**src/rtl/rv32imf_mult_pkg.sv**
```systemverilog
// Shared types for the RV32M multiplier issue path.
// Carries the multiplier operator encoding used across stages.
package rv32imf_mult_pkg;

    typedef enum logic [2:0] {
        MUL_MAC32 = 3'b000,
        MUL_MSU32 = 3'b001,
        MUL_I     = 3'b010,
        MUL_IR    = 3'b011,
        MUL_DOT8  = 3'b100,
        MUL_DOT16 = 3'b101,
        MUL_H     = 3'b110
    } mul_opcode_e;

endpackage

```
**src/rtl/rv32imf_mult_issue.sv**
```systemverilog
// Issue/result stage around rv32imf_mult: accepts RV32M MUL/MULH* from
// decode, sequences the 4-step MULH using op_c feedback, and buffers the
// result in a one-entry output register for writeback.
// Ports:
//   clk, rst_n (async, active-low), flush_i
//   in_valid_i/in_ready_o, in_funct3_i, in_rs1_i, in_rs2_i, in_rd_i : decode
//   mult_* : multiplier controls, operands and status
//   out_valid_o/out_ready_i, out_result_o, out_rd_o : writeback
//   busy_o : MULH sequence in flight
module rv32imf_mult_issue
    import rv32imf_mult_pkg::*;
(
    input  logic        clk,
    input  logic        rst_n,
    input  logic        flush_i,
    input  logic        in_valid_i,
    output logic        in_ready_o,
    input  logic [1:0]  in_funct3_i,
    input  logic [31:0] in_rs1_i,
    input  logic [31:0] in_rs2_i,
    input  logic [4:0]  in_rd_i,
    output logic        mult_enable_o,
    output mul_opcode_e mult_operator_o,
    output logic [1:0]  mult_short_signed_o,
    output logic [31:0] mult_op_a_o,
    output logic [31:0] mult_op_b_o,
    output logic [31:0] mult_op_c_o,
    output logic        mult_ex_ready_o,
    input  logic [31:0] mult_result_i,
    input  logic        mult_ready_i,
    input  logic        mult_multicycle_i,
    output logic        out_valid_o,
    input  logic        out_ready_i,
    output logic [31:0] out_result_o,
    output logic [4:0]  out_rd_o,
    output logic        busy_o
);

    typedef enum logic {IDLE, MH_WAIT} state_e;

    state_e      r_state;
    state_e      w_state_nxt;
    logic [31:0] r_a;
    logic [31:0] r_b;
    logic [1:0]  r_sgn;
    logic [4:0]  r_rd;
    logic [31:0] r_opc;
    logic        r_kill;
    logic        r_out_valid;
    logic [31:0] r_out_result;
    logic [4:0]  r_out_rd;

    mul_opcode_e w_dec_op;
    logic [1:0]  w_dec_sgn;
    logic        w_idle;
    logic        w_accept;
    logic        w_is_mul;
    logic        w_mult_done;
    logic        w_done;
    logic        w_cap_mul;
    logic        w_capture;

    // bit0 = rs1 signed, bit1 = rs2 signed
    always_comb begin
        w_dec_op  = MUL_H;
        w_dec_sgn = 2'b00;
        unique case (in_funct3_i)
            2'b00: begin
                w_dec_op  = MUL_MAC32;
                w_dec_sgn = 2'b00;
            end
            2'b01: w_dec_sgn = 2'b11;
            2'b10: w_dec_sgn = 2'b01;
            2'b11: w_dec_sgn = 2'b00;
        endcase
    end

    assign w_idle      = (r_state == IDLE);
    assign in_ready_o  = w_idle & ~flush_i & (~r_out_valid | out_ready_i);
    assign w_accept    = in_valid_i & in_ready_o;
    assign w_is_mul    = (in_funct3_i == 2'b00);
    assign w_mult_done = mult_ready_i & ~mult_multicycle_i;
    assign w_done      = ~w_idle & w_mult_done;
    assign w_cap_mul   = w_accept & w_is_mul;
    // A killed or flushed MULH still finishes in the multiplier, unseen.
    assign w_capture   = w_cap_mul | (w_done & ~r_kill & ~flush_i);

    assign mult_ex_ready_o = w_idle | w_mult_done;
    assign busy_o          = ~w_idle;
    assign out_valid_o     = r_out_valid;
    assign out_result_o    = r_out_result;
    assign out_rd_o        = r_out_rd;

    always_comb begin
        mult_enable_o       = 1'b0;
        mult_operator_o     = MUL_MAC32;
        mult_short_signed_o = 2'b00;
        mult_op_a_o         = '0;
        mult_op_b_o         = '0;
        mult_op_c_o         = '0;
        if (~w_idle) begin
            mult_operator_o     = MUL_H;
            mult_short_signed_o = r_sgn;
            mult_op_a_o         = r_a;
            mult_op_b_o         = r_b;
            mult_op_c_o         = r_opc;
        end else if (w_accept) begin
            mult_enable_o       = 1'b1;
            mult_operator_o     = w_dec_op;
            mult_short_signed_o = w_dec_sgn;
            mult_op_a_o         = in_rs1_i;
            mult_op_b_o         = in_rs2_i;
        end
    end

    always_comb begin
        w_state_nxt = r_state;
        unique case (r_state)
            IDLE:    if (w_accept & ~w_is_mul) w_state_nxt = MH_WAIT;
            MH_WAIT: if (w_mult_done) w_state_nxt = IDLE;
        endcase
    end

    always_ff @(posedge clk or negedge rst_n) begin
        if (!rst_n) begin
            r_state <= IDLE;
        end else begin
            r_state <= w_state_nxt;
        end
    end

    always_ff @(posedge clk or negedge rst_n) begin
        if (!rst_n) begin
            r_a   <= '0;
            r_b   <= '0;
            r_sgn <= '0;
            r_rd  <= '0;
        end else if (w_accept) begin
            r_a   <= in_rs1_i;
            r_b   <= in_rs2_i;
            r_sgn <= w_dec_sgn;
            r_rd  <= in_rd_i;
        end
    end

    // Partial sums of STEP0..STEP2 feed back as op_c.
    always_ff @(posedge clk or negedge rst_n) begin
        if (!rst_n) begin
            r_opc <= '0;
        end else if (w_accept) begin
            r_opc <= '0;
        end else if (mult_multicycle_i) begin
            r_opc <= mult_result_i;
        end
    end

    always_ff @(posedge clk or negedge rst_n) begin
        if (!rst_n) begin
            r_kill <= 1'b0;
        end else if (w_done) begin
            r_kill <= 1'b0;
        end else if (~w_idle & flush_i) begin
            r_kill <= 1'b1;
        end
    end

    always_ff @(posedge clk or negedge rst_n) begin
        if (!rst_n) begin
            r_out_valid  <= 1'b0;
            r_out_result <= '0;
            r_out_rd     <= '0;
        end else if (flush_i) begin
            r_out_valid <= 1'b0;
        end else if (w_capture) begin
            r_out_valid  <= 1'b1;
            r_out_result <= mult_result_i;
            r_out_rd     <= w_cap_mul ? in_rd_i : r_rd;
        end else if (out_ready_i) begin
            r_out_valid <= 1'b0;
        end
    end

endmodule

```
**config.mk**
```make
export PLATFORM = sky130hd
export DESIGN_NAME = rv32imf_mult_issue
export DESIGN_NICKNAME = d
export VERILOG_FILES = /design/src/rtl/rv32imf_mult_pkg.sv /design/src/rtl/rv32imf_mult_issue.sv
export SDC_FILE = /design/constraint.sdc
export NUM_CORES = 1
export LEC_CHECK = 0
export BUFFER_PORTS_ARGS = -buffer_cell sky130_fd_sc_hd__buf_4
export CAP_MARGIN = 15
export CORE_MARGIN = 3
export CORE_UTILIZATION = 52
export CTS_CLUSTER_SIZE = 30
export DETAILED_ROUTE_END_ITERATION = 16
export PLACE_DENSITY = 0.83
export SLEW_MARGIN = 20
export SYNTH_ARGS = -nofsm -noshare
export SYNTH_HDL_FRONTEND = slang
export SYNTH_SLANG_ARGS = --single-unit
export TNS_END_PERCENT = 100
```
**constraint.sdc**
```tcl
create_clock -name clk -period 4.2 [get_ports clk]
set_input_delay 0.42 -clock clk [delete_from_list [all_inputs] [get_ports clk]]
set_output_delay 0.42 -clock clk [all_outputs]
set_load 0.1 [all_outputs]
```
### Word level (Yosys, flattened, before mapping)

Cells that the tools add are included.

| storage, ports and cells | value |
|---|---|
| output and inout port bits | 143 |
| word-level logic and storage cells | 62 |
| register bits | 143 |
| input bits | 110 |

| operators by class | value |
|---|---|
| reductions and logical operators | 6 |
| bitwise gates (word level) | 19 |
| multiplexer cells | 24 |
| equality and inequality tests | 3 |

Operator list:

| operator | count |
|---|---|
| 32-bit two-way mux | 7 |
| 1-bit bitwise AND | 10 |
| 1-bit two-way mux | 9 |
| 3-bit two-way mux | 3 |
| 1-bit inverter | 6 |
| 2-bit one-hot mux with 3 select lines | 1 |
| 5-bit two-way mux | 1 |
| 2-bit equality test, second input constant | 2 |
| 2-bit two-way mux | 2 |
| 2-bit nonzero test | 2 |
| 1-bit OR | 3 |
| 3-bit nonzero test | 1 |
| 2-bit by 1-bit equality test with 1-bit output, second input constant | 1 |
| 2-bit zero test | 1 |
| 1-bit one-hot mux with 2 select lines | 1 |
| 2-bit AND reduction | 1 |
| 2-bit OR reduction | 1 |

### Depth between registers and ports, before layout

| logic depth | value |
|---|---|
| depth after elaboration | 8 |
| mapped depth | 7 |
| gate-level depth less buffers | 5 |

### Worst setup path after synthesis

No wires, ideal clock.

| path | value |
|---|---|
| path kind | register to output |
| from | register r_state, in the netlist busy_o |
| to | output mult_operator_o[2] |
| arrival | 3.350 ns |
| required time | 3.780 ns |
| stages on the path, launching flop included | 5 |
| path slack | 0.430 ns |
| buffers on the path | 1 |
| cells stage by stage | dfrtp_1 -> nor2_1 -> nand3_1 -> o21bai_1 -> buf_4 |

| on the way | value |
|---|---|
| longest elaborated chain between the ends | 6 |

RTL lines:

| what | line | source |
|---|---|---|
| start, declared | rv32imf_mult_issue.sv:41 | `state_e r_state;` |
| start signal, assigned | rv32imf_mult_issue.sv:128 | `r_state <= w_state_nxt;` |
| 1-bit inverter | -- |  |
| 1-bit bitwise AND (2 in a row) | rv32imf_mult_issue.sv:79 | `assign in_ready_o = w_idle & ~flush_i & (~r_out_valid \| out_ready_i);` |
| 1-bit bitwise AND | rv32imf_mult_issue.sv:80 | `assign w_accept = in_valid_i & in_ready_o;` |
| 3-bit two-way mux | rv32imf_mult_issue.sv:107 | `end else if (w_accept) begin` |
| 3-bit two-way mux (*) | rv32imf_mult_issue.sv:101 | `if (~w_idle) begin` |
| end, declared | rv32imf_mult_issue.sv:23 | `output mul_opcode_e mult_operator_o,` |

Mark *: on every way between the ends. The rest lies on a longest branch, timed or not.

### Worst setup path after layout

| path | value |
|---|---|
| from | register r_state, in the netlist busy_o |
| to | output mult_op_a_o[18] |

| on the way | value |
|---|---|
| longest elaborated chain between the ends | 6 |

RTL lines:

| what | line | source |
|---|---|---|
| 1-bit inverter | -- |  |
| 1-bit bitwise AND (2 in a row) | rv32imf_mult_issue.sv:79 |  |
| 1-bit bitwise AND | rv32imf_mult_issue.sv:80 |  |
| 32-bit two-way mux | rv32imf_mult_issue.sv:107 |  |
| 32-bit two-way mux (*) | rv32imf_mult_issue.sv:101 |  |
| end, declared | rv32imf_mult_issue.sv:25 | `output logic [31:0] mult_op_a_o,` |

Marked as above.

==> impl_metrics.py <==
metrics = {
    "route": {
        "vias": 5470,
        "drt-initial-drc-count": 439,
        "drc": 0,
        "finalWirelength_um": 17100,
        "ant_nets": 0,
        "routedWlPerCell_um": 15.9,
        "dr.pass1.iters": 5,
        "via_per_inst": 5.07,
    },
    "finish": {
        "fillCellCount": 807,
        "nets": 1034,
        "area_delta_synth_final_pct": 38.7,
        "final_area_um2": 8770,
        "most-common-layout-cells": "345 x nand2_1, 254 x buf_4, 142 x dfrtp_1, 35 x and2_1, 33 x nor2_1",
        "diodes": 0,
        "regArea_um2": 3580,
        "instances_no_fill": 1078,
        "multiInputGateArea_um2": 2530,
        "drive_gt1_frac": 0.317,
        "final_common_cell": "nand2_1",
    },
    "grt": {
        "antenna_found_initial": 0,
        "grt-ovfl-total": 0,
        "grt_pass1_vias": 5487,
        "grt_pass1_wl_um": 27000,
        "grt_start_max_net_pins": 104,
        "grt_usage": 0.256,
    },
    "synthesis": {
        "synth_cell_types": 28,
        "netlist_instances": 687,
        "netlist_area_um2": 6330,
        "synth_area_leader_cell": "dfrtp_1",
        "syn-num-nets": 799,
        "synth_top_area_share": 0.566,
        "ys_seq_area_frac": 0.566,
        "ys_ff_latch": 143,
        "syn_area_per_cell_um2": 9.21,
        "synthTopCellsByArea": "dfrtp_1 57%, nand2_1 20%, mux2i_1 5.1%",
        "ys_warn_count": 0,
    },
    "cts": {
        "clock_latency_ns": 0.41,
        "cts_max_level": 4,
        "cts_setup_buffers": 0,
        "clockBufferDepth": 2,
        "cts.sinks": 143,
        "cts_tree": "built",
        "cts_root_buffer": "clkbuf_16",
        "clk_pin_slew_worst_paths_ns": 0.06,
        "post_cts_resized": 0,
        "cts_hold_buffers": 0,
        "cts_inserted_buffers": 17,
    },
    "placed_design": {
        "io_buffers": 251,
        "place_area_um2": 8220,
        "place_ws_ns": 1.31,
        "post-dp-hpwl_um": 11900,
        "place_congestion": 0.817,
        "dp_cells": 1046,
    },
    "sta": {
        "period_needed_ns": 2.83,
        "worst_pin_slew_ns": 0.989,
        "fin_tns_setup_ns": 0,
        "fin_ws_ns": 1.37,
        "slew_viol_final": 0,
        "setup_viol": 0,
        "slew_headroom": 0.341,
        "hold_viol": 0,
        "fin_crit_sh": 0.674,
        "rsz0062_at_grt": "false",
        "timing.fmax_ghz": 0.353,
        "skew_ns": 0.00568,
    },
    "die": {
        "rows": 39,
        "die_y_um": 116,
        "start_util": 0.542,
        "dieWidth_um": 116,
        "dieArea_um2": 13500,
        "core_um2": 11700,
        "ioPinCount": 253,
    },
    "setup_path": {
        "rr_startpoint": "busy_o",
        "required_ns": 3.78,
        "crit_fanout": 80,
        "r2r-end": "out_result_o[3]",
        "cp-start-kind": "register",
        "crit_arrival_ns": 2.41,
        "reg2reg_depth": 5,
        "worstSetupPathType": "register to output pin",
        "crit_path_end_kind": "output pin",
        "r2r_setup_slack_ns": 1.58,
    },
    "hold_path": {
        "hp-class": "input pin to asynchronous set/reset pin",
    },
    "flow_run": {
        "drv_cap": 0,
    },
    "run_status": {
        "status": "complete, no violations",
    },
}
==> state kept, by name, summed over array words and instances (netlist names) <==
register,cells
r_rd,5
r_b,32
r_opc,32
busy_o,1
r_sgn,2
out_valid_o,1
r_a,32
r_kill,1
out_result_o,32
out_rd_o,5
==> final cells by class <==
| cell class | count | area share |
|---|---|---|
| clock inverter | 6 | 0.00342 |
| clock buffer | 26 | 0.0592 |
| inverter | 4 | 0.00200 |
| multi-input combinational | 501 | 0.288 |
| timing repair buffer | 255 | 0.219 |
| tap | 143 | 0.0204 |
| sequential | 143 | 0.408 |
==> cells in the mapped netlist <==
| cell | instances |
|---|---|
| nand2_1 | 345 |
| dfrtp_1 | 143 |
| and2_1 | 35 |
| nor2_1 | 33 |
| mux2i_1 | 32 |
| clkbuf_1 | 25 |
| mux2_1 | 25 |
| buf_2 | 7 |
| mux2_2 | 7 |
| o21a_1 | 6 |
| o22a_1 | 5 |
| buf_6 | 3 |
| inv_1 | 3 |
| buf_4 | 2 |
| buf_8 | 2 |
| ha_1 | 2 |
| a21o_1 | 1 |
| a21oi_1 | 1 |
| conb_1 | 1 |
| inv_2 | 1 |
| nand2_8 | 1 |
| nand2b_1 | 1 |
| nand3_1 | 1 |
| nand3b_4 | 1 |
| nand4_1 | 1 |
| o21ai_0 | 1 |
| o21bai_1 | 1 |
| or3_1 | 1 |
==> through the flow <==
stage               utilization  hold WS [ns]
CTS                       0.752         0.154
global placement          0.705         0.457
detailed placement        0.705         0.463
global route              0.752         0.181
finish                    0.752        0.0982
floorplan                     -         0.124
==> cells by family after synthesis <==
group / after synthesis / share of synthesized area
other: 1 / 0.000593
flip-flops: 143 / 0.566
adder cells (fa/ha/maj): 2 / 0.00396
AND/OR/NAND/NOR: 419 / 0.269
multiplexers: 64 / 0.108
buffers and inverters: 43 / 0.0352
AO/OA/AOI/OAI: 15 / 0.0180
==> worst max-delay path, cell delays in order (launching register included) <==
cell and delay [ns]:
dfrtp_2 0.40, nor2_1 0.21, nand3_2 0.14, inv_4 0.58, nand2_1 0.19, nand2_1 0.13
buf_4 0.29
==> worst max-delay path by stage <==
stage | end | slack (ns) | cells past startpoint | from
final | mult_op_a_o[18] | 1.37 | 6 | busy_o
after detailed placement | mult_op_a_o[18] | 1.31 | 7 | out_ready_i
after CTS | mult_op_a_o[18] | 1.09 | 6 | out_valid_o
after global routing | mult_op_a_o[21] | 1.20 | 6 | busy_o
after global placement | mult_op_a_o[7] | 1.43 | 7 | out_ready_i
after floorplan | mult_operator_o[2] | 0.43 | 4 | busy_o
==> layer usage <==
metal  track usage  share of wire
met5             0              0
met4         0.102          0.022
met3        0.0808          0.092
met2         0.426           0.48
met1         0.311           0.40
Power is left out: the tool's default activity adds up to more than one toggle a clock period on the data nets, which glitch-free logic cannot reach.
